==> config.mk <==
export PLATFORM = sky130hd
export DESIGN_NAME = sim_clk_div_gen
export DESIGN_NICKNAME = d
export VERILOG_FILES = /design/src/rtl/sim_clk_div_gen.sv
export SDC_FILE = /design/constraint.sdc
export NUM_CORES = 1
export LEC_CHECK = 0
export CORE_MARGIN = 8
export CORE_UTILIZATION = 57
export DETAILED_ROUTE_END_ITERATION = 12
export PLACE_DENSITY = 0.92
export SKIP_LAST_GASP = 1
export SYNTH_ARGS = -nofsm -noshare
export SYNTH_HDL_FRONTEND = slang
export SYNTH_SLANG_ARGS = --single-unit
==> constraint.sdc <==
create_clock -name clk -period 12.2 [get_ports clk]
set_clock_uncertainty 0.05 [all_clocks]
set_input_delay 3.05 -clock clk [delete_from_list [all_inputs] [get_ports clk]]
set_output_delay 3.05 -clock clk [all_outputs]
set_load 0.05 [all_outputs]
==> src/rtl/sim_clk_div_gen.sv <==
// Per-channel programmable clock divider (period 2*H clk, 50% duty) with rise tick and rise counter.
// Outputs registered, one clk after the deciding edge; no backpressure. Optional log macro: SIM_CLK_DIV_GEN_DEBUG_EN.
module sim_clk_div_gen #(
   parameter int NCH   = 2,
   parameter int DIV_W = 8,
   parameter int CNT_W = 32
) (
   input  logic                 clk,
   input  logic                 rst,
   input  logic [NCH-1:0]       en,
   input  logic [NCH*DIV_W-1:0] half_period,
   output logic [NCH-1:0]       clk_out,
   output logic [NCH-1:0]       tick,
   output logic [NCH*CNT_W-1:0] count
);

   for (genvar i = 0; i < NCH; i++) begin : g_ch
      logic [DIV_W-1:0] w_hp;
      logic [DIV_W-1:0] w_h;
      logic             w_wrap;
      logic             w_rise;
      logic [DIV_W-1:0] r_cnt;
      logic             r_clk;
      logic             r_tick;
      logic [CNT_W-1:0] r_count;

      assign w_hp = half_period[i*DIV_W +: DIV_W];
      assign w_h  = (w_hp == '0) ? DIV_W'(1) : w_hp;
      // >= rather than == so a shrunk half-period toggles at once instead of wrapping cnt
      assign w_wrap = (r_cnt >= (w_h - DIV_W'(1)));
      assign w_rise = en[i] & w_wrap & ~r_clk;

      always_ff @(posedge clk) begin
         if (rst) begin
            r_cnt   <= '0;
            r_clk   <= 1'b0;
            r_tick  <= 1'b0;
            r_count <= '0;
         end else begin
            r_tick <= w_rise;
            if (en[i]) begin
               if (w_wrap) begin
                  r_cnt <= '0;
                  r_clk <= ~r_clk;
               end else begin
                  r_cnt <= r_cnt + DIV_W'(1);
               end
            end
            if (w_rise) begin
               r_count <= r_count + CNT_W'(1);
            end
         end
      end

      assign clk_out[i]                = r_clk;
      assign tick[i]                   = r_tick;
      assign count[i*CNT_W +: CNT_W]   = r_count;

`ifdef SIM_CLK_DIV_GEN_DEBUG_EN
      always @(posedge clk) begin
         if (!rst && w_rise) begin
            $display("%0t ch%0d tick %0d", $time, i, r_count + CNT_W'(1));
         end
      end
`endif
   end

endmodule

# Yosys cells after proc, flatten, opt, wreduce, memory -nomap -nowiden
# Index checks and enable logic that the tools add are counted.
# word_totals
register_bits	84
wordCells	30
out_inout_bits	68
input_bits	20
# classes
n_addsub	6
bitwise	6
n_mux	4
order_cmp	2
n_reduce_logical	4
# ops
op	n
adder 32 x 1 -> 32 bit, second input constant	2
2-to-1 mux 8 bit	4
adder 8 x 1 -> 8 bit, second input constant	2
>= comparator 8 bit	2
logical NOT 8 bit	2
subtractor 8 x 1 -> 8 bit, second input constant	2
AND 1 bit	4
AND reduction 2 bit	2
NOT 1 bit	2

# Depth between registers and ports, before layout
# Gate-level depths: netlist of run 1.
# depth
depth_word	6
ltp_mapped	15
depth_no_buf	13

# Worst setup path before layout of run 1
# Ideal clock, no wire load.
# synth_path
kind	input to register
from	input half_period[10]
to	register g_ch[1].r_count[1]
path_buffers	2
path_stages	15
required_time_ns	12.080
slack_ns	6.079
arrival_ns	6.001
setup_time_ns	0.070
cell_sequence	or4_1 nor3_1 a21oi_1 ha_1 inv_1 nor2_1 xnor2_1 ha_1 o21ai_0 nor2_1 a311oi_2 clkbuf_1 buf_2 o21ai_0 a21oi_1
# synth_between
elab_chain_cells	6
# synth_lines
element	line_no	source
start: declaration	11	input logic [NCH*DIV_W-1:0] half_period,
logical NOT 8 bit	28	assign w_h = (w_hp == '0) ? DIV_W'(1) : w_hp;
2-to-1 mux 8 bit (*)	28	
subtractor 8 x 1 -> 8 bit (*)	30	assign w_wrap = (r_cnt >= (w_h - DIV_W'(1)));
>= comparator 8 bit (*)	30	
AND 1 bit (*) (2 in a row)	31	assign w_rise = en[i] & w_wrap & ~r_clk;
end signal: assignment	50	r_count <= r_count + CNT_W'(1);
end: declaration	25	logic [CNT_W-1:0] r_count;
# Mark *: on every way between the ends. The rest lies on a longest branch, timed or not.
# A chain may end at the register's enable or synchronous reset.

# Final worst setup path of run 1
# layout_path
from	input half_period[10]
to	register g_ch[1].r_count[19]
# Same word-level chain as after synthesis.

==> impl_metrics.env, run 1 <==
export IMPL_ys_seq_area_share_pct=35.4
export IMPL_cp_required_ps=12430
export IMPL_cts_resized=0
export IMPL_initial_core_util_pct=58.4
export IMPL_vias_per_cell=6.45
export IMPL_cts_tree="yes"
export IMPL_clkTransAtPathRegs_ps=90
export IMPL_postRouteAntennaNets=0
export IMPL_crit_path_top_delay_cell="or4b_2"
export IMPL_finalHoldViolations=0
export IMPL_leakagePower_nw=1.79
export IMPL_timing_rr_start="g_ch[0].r_cnt[0]"
export IMPL_post_cts_buffers=0
export IMPL_p_per_area_nw_per_um2=88.4
export IMPL_yosys_top_cells_area="dfxtp_1 (35%), a21oi_1 (7.0%), o31ai_1 (7.0%), or4_1 (7.0%), ha_1 (5.8%)"
export IMPL_synth_top_cell_area_share_pct=35.4
export IMPL_report_final_slew_viol_count=0
export IMPL_drt_iter0_drc=357
export IMPL_numCtsBuffers=9
export IMPL_cts_hold_buf=0
export IMPL_core_um2=8130
export IMPL_ys_warnings_count=0
export IMPL_ys_ff_latch=84
export IMPL_crit_path_start="half_period[10]"
export IMPL_grt_overflow=0
export IMPL_via_count=4836
export IMPL_synth_xor_xnor_area_share_pct=4.24
export IMPL_fmax_ghz=0.151
export IMPL_worst_pin_slew_ps=822
export IMPL_hpwlAfterDp_um=9150
export IMPL_irDropWorstVdd_v=0.0000706
export IMPL_synthSimpleGateAreaFrac_pct=28.7
export IMPL_cp_endpoint="g_ch[1].r_count[19]"
export IMPL_syn_inst=574
export IMPL_diodes=0
export IMPL_synth_fa_ha_area_share_pct=5.80
export IMPL_cts_sinks=84
export IMPL_n_fill_cell=637
export IMPL_track_usage_pct=21.4
export IMPL_r2r_cells=8
export IMPL_area_growth_pct=22.9
export IMPL_cts_root_buf="clkbuf_8"
export IMPL_holdCritStartpoint="g_ch[1].r_count[31]"
export IMPL_ios=88
export IMPL_grt_pass1_wl_um=21000
export IMPL_fin_crit_ps=6620
export IMPL_ys_types=48
export IMPL_die_h_um=107
export IMPL_finalSetupViolCount=0
export IMPL_routedWlPerCell_um=17.1
export IMPL_route_detailed_drc=0
export IMPL_clk_latency_ps=350
export IMPL_arrival_ps=6850
export IMPL_finalCritPeriodShare_pct=54.2
export IMPL_num_nets_final=682
export IMPL_netlist_area_um2=4750
export IMPL_max_slew_margin_pct=45.2
export IMPL_syn_nets=616
export IMPL_synth_compound_area_share_pct=19.6
export IMPL_die_area_um2=11500
export IMPL_grt_max_degree=82
export IMPL_crit_path_start_kind="input port"
export IMPL_htreeDepth=3
export IMPL_gp_congestion=0.901
export IMPL_drive_gt1_share_pct=6.05
export IMPL_syn_avg_cell_area_um2=8.27
export IMPL_finalWirelength_um=12800
export IMPL_end_kind="register"
export IMPL_critical_path_class="input port to register"
export IMPL_num_rows=33
export IMPL_grt_pass1_vias=4560
export IMPL_crit_chain="clkdlybuf4s50_1, or4_1, nor3_1, a21oi_1, ha_1, inv_1, nor2_1, xnor2_1, ha_1, o21ai_0, o31ai_1, a31oi_2, buf_4, or4b_2, a21oi_1"
export IMPL_die_w_um=107
export IMPL_finalSetupTns_ps=0
export IMPL_antenna_found_initial=0
export IMPL_hold_class="register to register"
export IMPL_yosys_area_top_type="dfxtp_1"
export IMPL_drtPass1Iterations=4
export IMPL_placed_area_um2=5630
export IMPL_max_stage_delay_ps=660
export IMPL_path_max_fanout=38
export IMPL_outcome="finished clean"
export IMPL_rsz0062_at_grt="false"
export IMPL_reg2reg_setup_slack_ps=9320
export IMPL_cts_buffer_depth=2
export IMPL_regToRegEndpoint="g_ch[0].r_count[0]"
export IMPL_stdcell_area_um2=5840
export IMPL_synth_top_family_by_area="simple AND/OR/NAND/NOR gates"
export IMPL_port_buffers=87
export IMPL_muxShareOfSynthArea_pct=1.55
export IMPL_cap_violations=0
==> cell usage in the layout, fill, tap and decap left out, types with 11 or more instances in the layout <==
cell,n
dfxtp_1,84
nor3_1,17
o21ai_0,14
xor2_1,13
o31ai_1,44
clkdlybuf4s50_1,86
or4_1,44
ha_1,22
nand2_1,48
nand3_1,17
a21oi_1,66
nand4_1,21
nor2_1,30
inv_1,17
or3_1,11
==> sequential cells by signal, summed over array words and instances (netlist names) <==
register / cells
g_ch.r_tick: 2
g_ch.r_count: 64
g_ch.r_cnt: 16
g_ch.r_clk: 2
==> layer usage <==
layer  wire length (µm)  GRT usage (%)
met5                  0              0
met2               6060           34.6
met4                310           8.24
met3                915           5.81
met1               5520           26.5
==> worst min path at each step <==
stage / end / depth (start not counted)
2_1_floorplan: g_ch[1].r_clk / 2
3_3_place_gp: g_ch[1].r_count[31] / 2
3_5_place_dp: g_ch[1].r_count[31] / 2
4_1_cts: g_ch[1].r_count[31] / 2
5_1_grt: g_ch[0].r_count[13] / 2
6_report: g_ch[1].r_count[31] / 2
==> cell usage after synthesis, drive strengths merged <==
library cell,instances
o2111ai,2
a2111o,1
o21bai,1
o21ai,14
buf,6
or3,11
nand3,18
and2,4
o31ai,44
or2,4
o31a,1
o21ba,2
dfxtp,84
a211oi,1
ha,22
nand4b,1
nand2b,5
nand4,21
mux2i,4
a311oi,1
nor4b,2
inv,17
xor2,13
a2111oi,1
xnor2,10
or4b,5
and4,5
nand2,48
or4,47
nor2b,4
clkbuf,31
nor2,30
and4b,1
a21oi,66
o41ai,8
nor3,17
mux2,3
nor4,7
and3,7
o21a,3
a31oi,2
==> cells by family after synthesis <==
family,after synthesis
compound gates,147
xor+xnor,23
fa+ha+maj,22
buf+inv,54
flops,84
mux,7
simple gates,237
==> where the power goes <==
| part | leakage, nW | switching (mW) | internal (mW) | total, mW |
|---|---|---|---|---|
| registers | 0.677 | 0.00244 | 0.275 | 0.278 |
| logic | 1.01 | 0.0205 | 0.0155 | 0.0360 |
| clock network | 0.0983 | 0.102 | 0.0998 | 0.202 |
==> critical path, delay by kind of cell <==
| kind | cells | cell delay, ps |
|---|---|---|
| compound gates | 5 | 800 |
| xor+xnor | 1 | 120 |
| fa+ha+maj | 2 | 540 |
| buf+inv | 3 | 790 |
| simple gates | 4 | 1550 |
==> cell type report <==
| type | count | area, µm² | share of cell area, % |
|---|---|---|---|
| timing repair buffer | 92 | 903 | 15.5 |
| tap | 105 | 131 | 2.25 |
| clock inverter | 6 | 63.8 | 1.09 |
| clock buffer | 10 | 138 | 2.36 |
| multi-input combinational | 436 | 2850 | 48.9 |
| inverter | 17 | 63.8 | 1.09 |
| sequential | 84 | 1680 | 28.8 |
==> through the flow <==
stage,hold slack [ps],total power [mW],worst slack (ps),util (%),instances
after floorplan,425,0.305,6080,-,574
after global placement,411,0.317,5510,69.3,734
final,436,0.516,5580,71.7,750
after detailed placement,422,0.320,5290,69.3,734
after global routing,462,0.534,5400,71.7,750
after CTS,436,0.517,5640,71.7,750
No activity file was read; power rests on OpenSTA's default activity.
==> run 2, diff against run 1 <==
- CORE_UTILIZATION: 57 -> 53
- PLACE_DENSITY: 0.92 -> 0.87
- clock period: 12.2 -> 6.6 ns (I/O delays scaled with it)
==> run 2 against run 1 <==
Compared with the run above: via count is 0.54% lower; sequential power is 85% higher; count of clock-buffer cells in the layout is 1 higher; final cell count is 0.53% higher; critical path type unchanged; register-to-register slack worse by 6000 ps; worst hold slack better by 6.5 ps; sequential share of layout area is 0.11 points higher; design area is 0.36% lower; highest routed layer unchanged; worst setup slack worse by 4200 ps; first-iteration DRC count is 27% lower; critical endpoint unchanged.
==> impl_metrics.env, run 2 (synthesis gave the netlist of run 1 again) <==
export IMPL_outcome="finished clean"
export IMPL_critical_path_top_delay_family="simple AND/OR/NAND/NOR gates"
export IMPL_num_rows=34
export IMPL_core_um2=8720
export IMPL_cts_buffer_depth=2
export IMPL_layout_commonest_cell="clkdlybuf4s50_1"
export IMPL_end_kind="register"
export IMPL_worst_pin_slew_ps=835
export IMPL_regMostFlops="g_ch.r_count"
export IMPL_critical_path_class="input port to register"
export IMPL_initial_core_util_pct=54.5
export IMPL_regToRegEndpoint="g_ch[0].r_count[30]"
export IMPL_drt_iter0_drc=260
export IMPL_area_growth_pct=22.4
export IMPL_die_area_um2=12200
export IMPL_finalSetupViolCount=0
export IMPL_clkTransAtPathRegs_ps=90
export IMPL_hold_depth=2
export IMPL_hpwlAfterDp_um=9040
export IMPL_fmax_ghz=0.192
export IMPL_finalSetupTns_ps=0
export IMPL_cts_root_buf="clkbuf_8"
export IMPL_worstPathBufferInverterCount=3
export IMPL_crit_path_top_delay_cell="or4b_2"
export IMPL_routedWlPerCell_um=16.7
export IMPL_grt_pass1_vias=4599
export IMPL_cts_tree="yes"
export IMPL_port_buffers=87
export IMPL_placed_area_um2=5650
export IMPL_numCtsBuffers=9
export IMPL_post_cts_buffers=0
export IMPL_track_usage_pct=19.7
export IMPL_via_count=4810
export IMPL_fin_crit_ps=5220
export IMPL_route_detailed_drc=0
export IMPL_timing_rr_start="g_ch[0].r_cnt[0]"
export IMPL_whs_ps=442
export IMPL_cts_hold_buf=0
export IMPL_ios=88
export IMPL_crit_path_start_kind="input port"
export IMPL_diodes=0
export IMPL_holdCritStartpoint="g_ch[1].r_count[31]"
export IMPL_crit_chain="clkdlybuf4s50_1, or4_1, nor3_1, a21oi_1, ha_1, inv_1, nor2_1, xnor2_1, ha_1, o21ai_0, o31ai_1, a31oi_2, buf_4, or4b_2, a21oi_1"
export IMPL_cts_resized=0
export IMPL_arrival_ps=5450
export IMPL_drive_gt1_share_pct=6.04
export IMPL_finalWirelength_um=12600
export IMPL_drtPass1Iterations=5
export IMPL_antenna_found_initial=0
export IMPL_postRouteAntennaNets=0
export IMPL_report_final_slew_viol_count=0
export IMPL_largest_reg_flops=64
export IMPL_path_max_fanout=17
export IMPL_r2r_cells=8
export IMPL_clk_latency_ps=350
export IMPL_p_per_area_nw_per_um2=156
export IMPL_leakagePower_nw=1.78
export IMPL_max_slew_margin_pct=44.3
export IMPL_p_total_uw=906
export IMPL_grt_pass1_wl_um=21100
export IMPL_irDropWorstVdd_v=0.0000890
export IMPL_grt_max_degree=82
export IMPL_reg2reg_setup_slack_ps=3310
export IMPL_cts_sinks=84
export IMPL_finalCritPeriodShare_pct=79.1
export IMPL_finalHoldViolations=0
export IMPL_die_h_um=111
export IMPL_stdcell_area_um2=5810
export IMPL_num_nets_final=683
export IMPL_grt_overflow=0
export IMPL_htreeDepth=3
export IMPL_whs_endpoint="g_ch[1].r_count[31]"
export IMPL_cp_required_ps=6830
export IMPL_gp_congestion=0.868
export IMPL_cap_violations=0
export IMPL_final_cell_mix="clkdlybuf4s50_1 (86), dfxtp_1 (84), a21oi_1 (66)"
export IMPL_rsz0062_at_grt="false"
export IMPL_max_stage_delay_ps=650
export IMPL_die_w_um=111
export IMPL_hold_class="register to register"
export IMPL_reg_top3="g_ch.r_count x64, g_ch.r_cnt x16"
export IMPL_vias_per_cell=6.38
==> run 2: tightest hold or removal path: stages, from the launching register on <==
cell     delay [ps]
dfxtp_1         330
o31ai_1          60
a21oi_1          50
==> run 2: worst max path at each step <==
stage,start,to,cells past startpoint
2_1_floorplan,half_period[10],g_ch[1].r_count[1],15
3_3_place_gp,half_period[10],g_ch[1].r_count[19],15
3_5_place_dp,half_period[10],g_ch[1].r_count[19],15
4_1_cts,half_period[10],g_ch[1].r_count[19],15
5_1_grt,half_period[3],g_ch[0].r_count[30],14
6_report,half_period[10],g_ch[1].r_count[19],15
==> run 2: metrics by stage <==
| stage | setup slack, ps | std cells | util (%) |
|---|---|---|---|
| floorplan | 1880 | 574 | - |
| global placement | 1250 | 738 | 64.7 |
| detailed placement | 1060 | 738 | 64.7 |
| CTS | 1420 | 754 | 66.7 |
| global route | 1200 | 754 | 66.7 |
| finish | 1380 | 754 | 66.7 |
==> run 2: power by group <==
group / leakage (nW) / total (mW) / switching, mW / internal, mW
clock network: 0.0889 / 0.327 / 0.182 / 0.145
registers: 0.677 / 0.513 / 0.00414 / 0.509
logic: 1.02 / 0.0657 / 0.0370 / 0.0287
total: 1.78 / 0.906 / 0.223 / 0.683
==> run 2: cell type report <==
cell class / instances / area (µm²)
fill: 730 / 2910
multi-input combinational: 436 / 2850
sequential: 84 / 1680
timing repair buffer: 93 / 911
clock buffer: 11 / 141
tap: 108 / 135
inverter: 17 / 63.8
clock inverter: 5 / 27.5
==> run 2: metal layers <==
layer	wire, µm	vias up	part of all wire (%)	global-route usage, %
li1	-	2326	-	-
met1	5480	2301	44	23.8
met2	6050	161	48	32.6
met3	834	22	6.6	5.47
met4	203	0	1.6	6.94
met5	0	-	0	0
